### config.mk
export PLATFORM = sky130hd
export DESIGN_NAME = vga_ctrl
export DESIGN_NICKNAME = d
export VERILOG_FILES = /design/src/rtl/vga_ctrl.sv
export SDC_FILE = /design/constraint.sdc
export NUM_CORES = 1
export LEC_CHECK = 0
export CELL_PAD_IN_SITES_DETAIL_PLACEMENT = 1
export CELL_PAD_IN_SITES_GLOBAL_PLACEMENT = 2
export CORE_MARGIN = 3
export CORE_UTILIZATION = 25
export CTS_BUF_LIST = sky130_fd_sc_hd__clkbuf_8
export CTS_CLUSTER_DIAMETER = 100
export CTS_CLUSTER_SIZE = 25
export DETAILED_ROUTE_END_ITERATION = 7
export DONT_BUFFER_PORTS = 1
export HOLD_SLACK_MARGIN = 0.06
export PLACE_DENSITY = 0.62
export SLEW_MARGIN = 20
export SYNTH_ARGS = -nofsm -noshare
export SYNTH_HDL_FRONTEND = slang
export SYNTH_SLANG_ARGS = --single-unit
### constraint.sdc
create_clock -name vga_clk -period 2.7 [get_ports vga_clk]
set_input_delay 0.81 -clock vga_clk [delete_from_list [all_inputs] [get_ports vga_clk]]
set_output_delay 0.81 -clock vga_clk [all_outputs]
set_load 0.05 [all_outputs]
### src/rtl/vga_ctrl.sv
// VGA timing generator: free-running line/frame counters, sync pulses, a pixel request
// window one clock ahead of the display window, and a frame-start pulse with frame counter.
module vga_ctrl #(
  parameter int unsigned H_SYNC   = 96,
  parameter int unsigned H_BACK   = 40,
  parameter int unsigned H_LEFT   = 8,
  parameter int unsigned H_VALID  = 640,
  parameter int unsigned H_RIGHT  = 8,
  parameter int unsigned H_FRONT  = 8,
  parameter int unsigned V_SYNC   = 2,
  parameter int unsigned V_BACK   = 25,
  parameter int unsigned V_TOP    = 8,
  parameter int unsigned V_VALID  = 480,
  parameter int unsigned V_BOTTOM = 8,
  parameter int unsigned V_FRONT  = 2,
  parameter int unsigned H_TOTAL  = 800,
  parameter int unsigned V_TOTAL  = 525
) (
  input  logic        vga_clk,
  input  logic        sys_rst_n,
  input  logic [15:0] pix_data,
  output logic [9:0]  pix_x,
  output logic [9:0]  pix_y,
  output logic        hsync,
  output logic        vsync,
  output logic [15:0] rgb,
  output logic        frame_start,
  output logic [7:0]  frame_cnt
);

  localparam int unsigned HS = H_SYNC + H_BACK + H_LEFT;
  localparam int unsigned VS = V_SYNC + V_BACK + V_TOP;

  localparam logic [9:0] HLast     = 10'(H_TOTAL - 1);
  localparam logic [9:0] VLast     = 10'(V_TOTAL - 1);
  localparam logic [9:0] HSyncEnd  = 10'(H_SYNC);
  localparam logic [9:0] VSyncEnd  = 10'(V_SYNC);
  localparam logic [9:0] HValStart = 10'(HS);
  localparam logic [9:0] HValEnd   = 10'(HS + H_VALID);
  localparam logic [9:0] HReqStart = 10'(HS - 1);
  localparam logic [9:0] HReqEnd   = 10'(HS + H_VALID - 1);
  localparam logic [9:0] VValStart = 10'(VS);
  localparam logic [9:0] VValEnd   = 10'(VS + V_VALID);
  localparam logic [9:0] PixNone   = 10'h3FF;

  // Totals are free parameters; catch an inconsistent override at elaboration.
  if (H_SYNC + H_BACK + H_LEFT + H_VALID + H_RIGHT + H_FRONT != H_TOTAL) begin : g_h_chk
    $error("vga_ctrl: horizontal terms do not sum to H_TOTAL");
  end
  if (V_SYNC + V_BACK + V_TOP + V_VALID + V_BOTTOM + V_FRONT != V_TOTAL) begin : g_v_chk
    $error("vga_ctrl: vertical terms do not sum to V_TOTAL");
  end
  if (H_TOTAL > 1024 || V_TOTAL > 1024 || H_TOTAL < 2 || V_TOTAL < 1) begin : g_w_chk
    $error("vga_ctrl: totals must fit the 10-bit counters");
  end

  logic [9:0] cnt_h_q, cnt_h_d;
  logic [9:0] cnt_v_q, cnt_v_d;
  logic       frame_start_q, frame_start_d;
  logic [7:0] frame_cnt_q, frame_cnt_d;
  logic       h_end, v_end;
  logic       rgb_valid, pix_req;

  always_comb begin
    h_end         = (cnt_h_q == HLast);
    v_end         = (cnt_v_q == VLast);
    cnt_h_d       = h_end ? 10'd0 : cnt_h_q + 10'd1;
    cnt_v_d       = cnt_v_q;
    if (h_end) begin
      cnt_v_d = v_end ? 10'd0 : cnt_v_q + 10'd1;
    end
    // Registered so the pulse coincides with the (0,0) position after a full-frame wrap.
    frame_start_d = h_end & v_end;
    frame_cnt_d   = frame_start_d ? frame_cnt_q + 8'd1 : frame_cnt_q;
  end

  always_ff @(posedge vga_clk or negedge sys_rst_n) begin
    if (!sys_rst_n) begin
      cnt_h_q       <= 10'd0;
      cnt_v_q       <= 10'd0;
      frame_start_q <= 1'b0;
      frame_cnt_q   <= 8'd0;
    end else begin
      cnt_h_q       <= cnt_h_d;
      cnt_v_q       <= cnt_v_d;
      frame_start_q <= frame_start_d;
      frame_cnt_q   <= frame_cnt_d;
    end
  end

  always_comb begin
    hsync     = (cnt_h_q < HSyncEnd);
    vsync     = (cnt_v_q < VSyncEnd);
    rgb_valid = (cnt_h_q >= HValStart) && (cnt_h_q < HValEnd) &&
                (cnt_v_q >= VValStart) && (cnt_v_q < VValEnd);
    // Request leads display by one clock to cover the registered picture stage.
    pix_req   = (cnt_h_q >= HReqStart) && (cnt_h_q < HReqEnd) &&
                (cnt_v_q >= VValStart) && (cnt_v_q < VValEnd);
    pix_x     = pix_req ? cnt_h_q - HReqStart : PixNone;
    pix_y     = pix_req ? cnt_v_q - VValStart : PixNone;
    rgb       = rgb_valid ? pix_data : 16'h0000;
  end

  assign frame_start = frame_start_q;
  assign frame_cnt   = frame_cnt_q;

endmodule

==> results.py, run 1 <==
metrics = {
    "critical_path": {
        "path_cells": "ha_4 -> buf_6 -> o41ai_4 -> a21o_1 -> a21oi_4 -> buf_6 -> o211ai_1 -> buf_4",
        "rrSetupSlack_ns": 0.46,
        "cp_slowest_cell": "dfrtp_1",
        "crit_fanout": 8,
        "required_ns": 1.89,
        "cp_common_cell": "buf_6",
        "critPathLaunchType": "register",
        "cp.arrival_ns": 2.09,
        "endpoint_kind": "primary output",
        "cpPeakStageDelay_ns": 0.41,
        "critical_path_class": "reg -> out",
    },
    "flow_run": {
        "maxCapViolCount": 0,
    },
    "clock_tree": {
        "cts_max_path_buffers": 2,
        "htreeDepth": 2,
        "cts_tree": "built",
        "root_buffer": "clkbuf_8",
        "cts_hold_buf": 0,
        "insertion_delay_ns": 0.29,
        "cts_sinks": 29,
        "cts_made_buffers": 5,
        "path_clk_slew_ns": 0.08,
    },
    "logic_synthesis": {
        "synth_area_mm2": 0.002081,
        "syn-num-nets": 251,
        "synth_warnings": 0,
        "synthCells": 228,
        "avgSynthCellArea_um2": 9.126,
        "yosysSeqAreaShare_pct": 34.88,
        "synthArstFlopShare_pct": 100.0,
        "synth_cell_types": 44,
        "synth-edff-count": 0,
        "synth_flop_cell": "dfrtp_1",
        "ys_seq_elements": 29,
    },
    "floorplan": {
        "pin_count": 65,
        "die_area_mm2": 0.009454,
        "core_mm2": 0.007888,
        "fp-row-count": 32,
        "die_h_um": 97.23,
        "fp.dieW_um": 97.23,
        "start_util_pct": 26.38,
    },
    "run_status": {
        "violations": "negative setup slack",
        "outcome": "finished with violations",
    },
    "sta": {
        "finalSetupViolations": 36,
        "worstMarginPinSlew_ns": 0.6128,
        "rsz0062_at_grt": "true",
        "period_share_pct": 107.2,
        "post-route-min-period_ns": 2.896,
        "fin_ws_ns": -0.1956,
        "setup_tns_ns": -4.585,
        "finalHoldViolCount": 0,
        "hold_slack_ns": 0.2068,
        "fin_worst_skew_ns": 0.01154,
        "fmax_mhz": 345.3,
        "relSlewSlack_pct": 59.15,
        "report.final.slew_viol_count": 0,
    },
    "layout": {
        "nNetsFinal": 293,
        "antenna_cells": 0,
        "final_common_cell": "buf_4",
        "stdcell_count": 373,
        "area_growth_pct": 40.89,
        "utilization_pct": 37.17,
        "drive_gt1_share_pct": 41.33,
        "final_cell_mix": "31 x buf_4, 26 x dfrtp_1, 22 x nand3_1, 18 x buf_6, 16 x and2_4",
    },
    "grt": {
        "grt_pass1_vias": 2013,
        "grt_use_total_pct": 13.93,
        "grt_first_pass_wirelength_um": 10860,
        "antenna_found_initial": 0,
        "grt_overflow_total": 0,
        "grt_max_degree": 30,
    },
    "placement": {
        "portBuffers": 0,
        "dp.cells": 362,
        "globalplace.congestion": 0.7616,
        "place_hpwl_um": 4699,
    },
    "drt": {
        "drc": 0,
        "antenna_left": 0,
        "drt_first_pass_iters": 4,
        "routed_via_density": 4.979,
        "routed_wl_um": 6397,
        "drt_iter0_markers": 38,
        "vias": 1857,
        "wl_per_cell_um": 17.15,
    },
    "min_path": {
        "hp-class": "in -> async",
    },
    "pwr": {
        "power.leakage_nw": 1.320,
        "p_per_area_mw_per_mm2": 273.2,
        "peakVddDrop_v": 0.0001406,
    },
}
-- area by class of cell --
class / count / area, µm²
well taps: 102 / 127.6
clock buffers: 5 / 68.82
clock inverters: 3 / 17.52
fillers: 890 / 4956
inverters: 7 / 26.28
flip-flops and latches: 29 / 729.5
repair buffers: 57 / 575.6
multi-input cells: 170 / 1386
-- where the power goes --
group | internal (mW) | total, mW | switching, mW
Clock | 0.178 | 0.367 | 0.189
Combinational | 0.0000148 | 0.0000157 | 0
Sequential | 0.434 | 0.434 | 0
Total | 0.612 | 0.801 | 0.189
-- synth_stat cells, types with 2 or more instances --
cell type  count  area, µm²
or3_1          4      25.02
and3_1         6      37.54
nor4_4         3      63.81
inv_1          7      26.28
dfrtp_1       29      725.7
buf_2          8      40.04
nor2_1        10      37.54
and4_1         2      17.52
clkbuf_1       9      33.78
xnor2_1       14      122.6
nand2_1       10      37.54
buf_6          4      45.04
mux2_2         2      22.52
xor2_1        11      96.34
nor4_1         2      12.51
o31ai_1        2      15.01
nand4_1        7      43.79
nand3b_1       2      15.01
nand3_1       29      145.1
o211ai_1       3      22.52
nor3_1         7      35.03
a21oi_1        7      35.03
ha_1           5      62.56
and2_1        17      106.4
o21ai_0        9      45.04
-- critical path: cells and delay by family (launching register included) --
| family | cells | cell delay (ns) |
|---|---|---|
| AOI/OAI and AO/OA | 4 | 0.69 |
| buffers and inverters | 3 | 0.51 |
| adders and majority gates | 1 | 0.18 |
| DFF | 1 | 0.41 |
-- timing repair --
item | CTS | global route
setup buffers | 3 | 1
endpoints found under the setup margin | 36 | 36
pin swaps | 6 | 22
gates resized for setup | 32 | 28
-- metrics by stage --
step                      cell area [µm²]  power, mW  worst slack (ns)
final                                2932     0.8010           -0.1956
after global routing                 2932     0.8341           -0.2829
after CTS                            2803     0.8117           -0.2542
after detailed placement             2604     0.4428          -0.06861
after global placement               2604     0.4428          -0.02103
after floorplan                      2141     0.4429          -0.05124
-- cells by family (layout without fill, tap and decap cells) --
| group | count (synthesis) | in the layout | synth area share [%] |
|---|---|---|---|
| DFF | 29 | 29 | 34.88 |
| adders and majority gates | 5 | 5 | 3.007 |
| muxes | 3 | 3 | 1.563 |
| AOI/OAI and AO/OA | 30 | 30 | 10.52 |
| xor gates and xnor gates | 25 | 25 | 10.52 |
| and+or+nand+nor | 107 | 107 | 32.29 |
| buffers and inverters | 29 | 72 | 7.216 |
-- registers in the layout, summed over array words and instances, names as in the netlist --
register	count
frame_cnt	8
frame_start	1
cnt_h_q	10
cnt_v_q	10
-- path summary, 6_finish.rpt --
kind / start / to / cells after the start
max in group asynchronous: sys_rst_n / cnt_v_q[4]$_DFFE_PN0P_ / 0
setup / recovery: cnt_v_q[0]$_DFFE_PN0P_ / pix_x[7] / 8
min in group vga_clk: cnt_h_q[0]$_DFF_PN0_ / cnt_h_q[0]$_DFF_PN0_ / 2
hold / removal: sys_rst_n / frame_start$_DFF_PN0_ / 0
setup reg to reg: cnt_v_q[0]$_DFFE_PN0P_ / frame_cnt[1]$_DFFE_PN0P_ / 7
hold reg to reg: cnt_h_q[0]$_DFF_PN0_ / cnt_h_q[0]$_DFF_PN0_ / 2
-- per-layer routing --
metal | global-route usage, % | up-vias | wire length [µm]
met5 | 0 | - | 0
met4 | 3.408 | 0 | 78
met3 | 2.656 | 7 | 163
met2 | 25.00 | 19 | 3399
met1 | 17.15 | 937 | 2755
li1 | - | 894 | -
Power figures use the tool's default switching activity.
==> inputs of run 2 (changes only) <==
--- a/config.mk
+++ b/config.mk
@@ -9,7 +9,6 @@
 export CELL_PAD_IN_SITES_GLOBAL_PLACEMENT = 2
 export CORE_MARGIN = 3
 export CORE_UTILIZATION = 25
-export CTS_BUF_LIST = sky130_fd_sc_hd__clkbuf_8
 export CTS_CLUSTER_DIAMETER = 100
 export CTS_CLUSTER_SIZE = 25
 export DETAILED_ROUTE_END_ITERATION = 7
==> results of run 2 <==
Same layout as run 1: the final DEF is identical, and so are final timing and power.
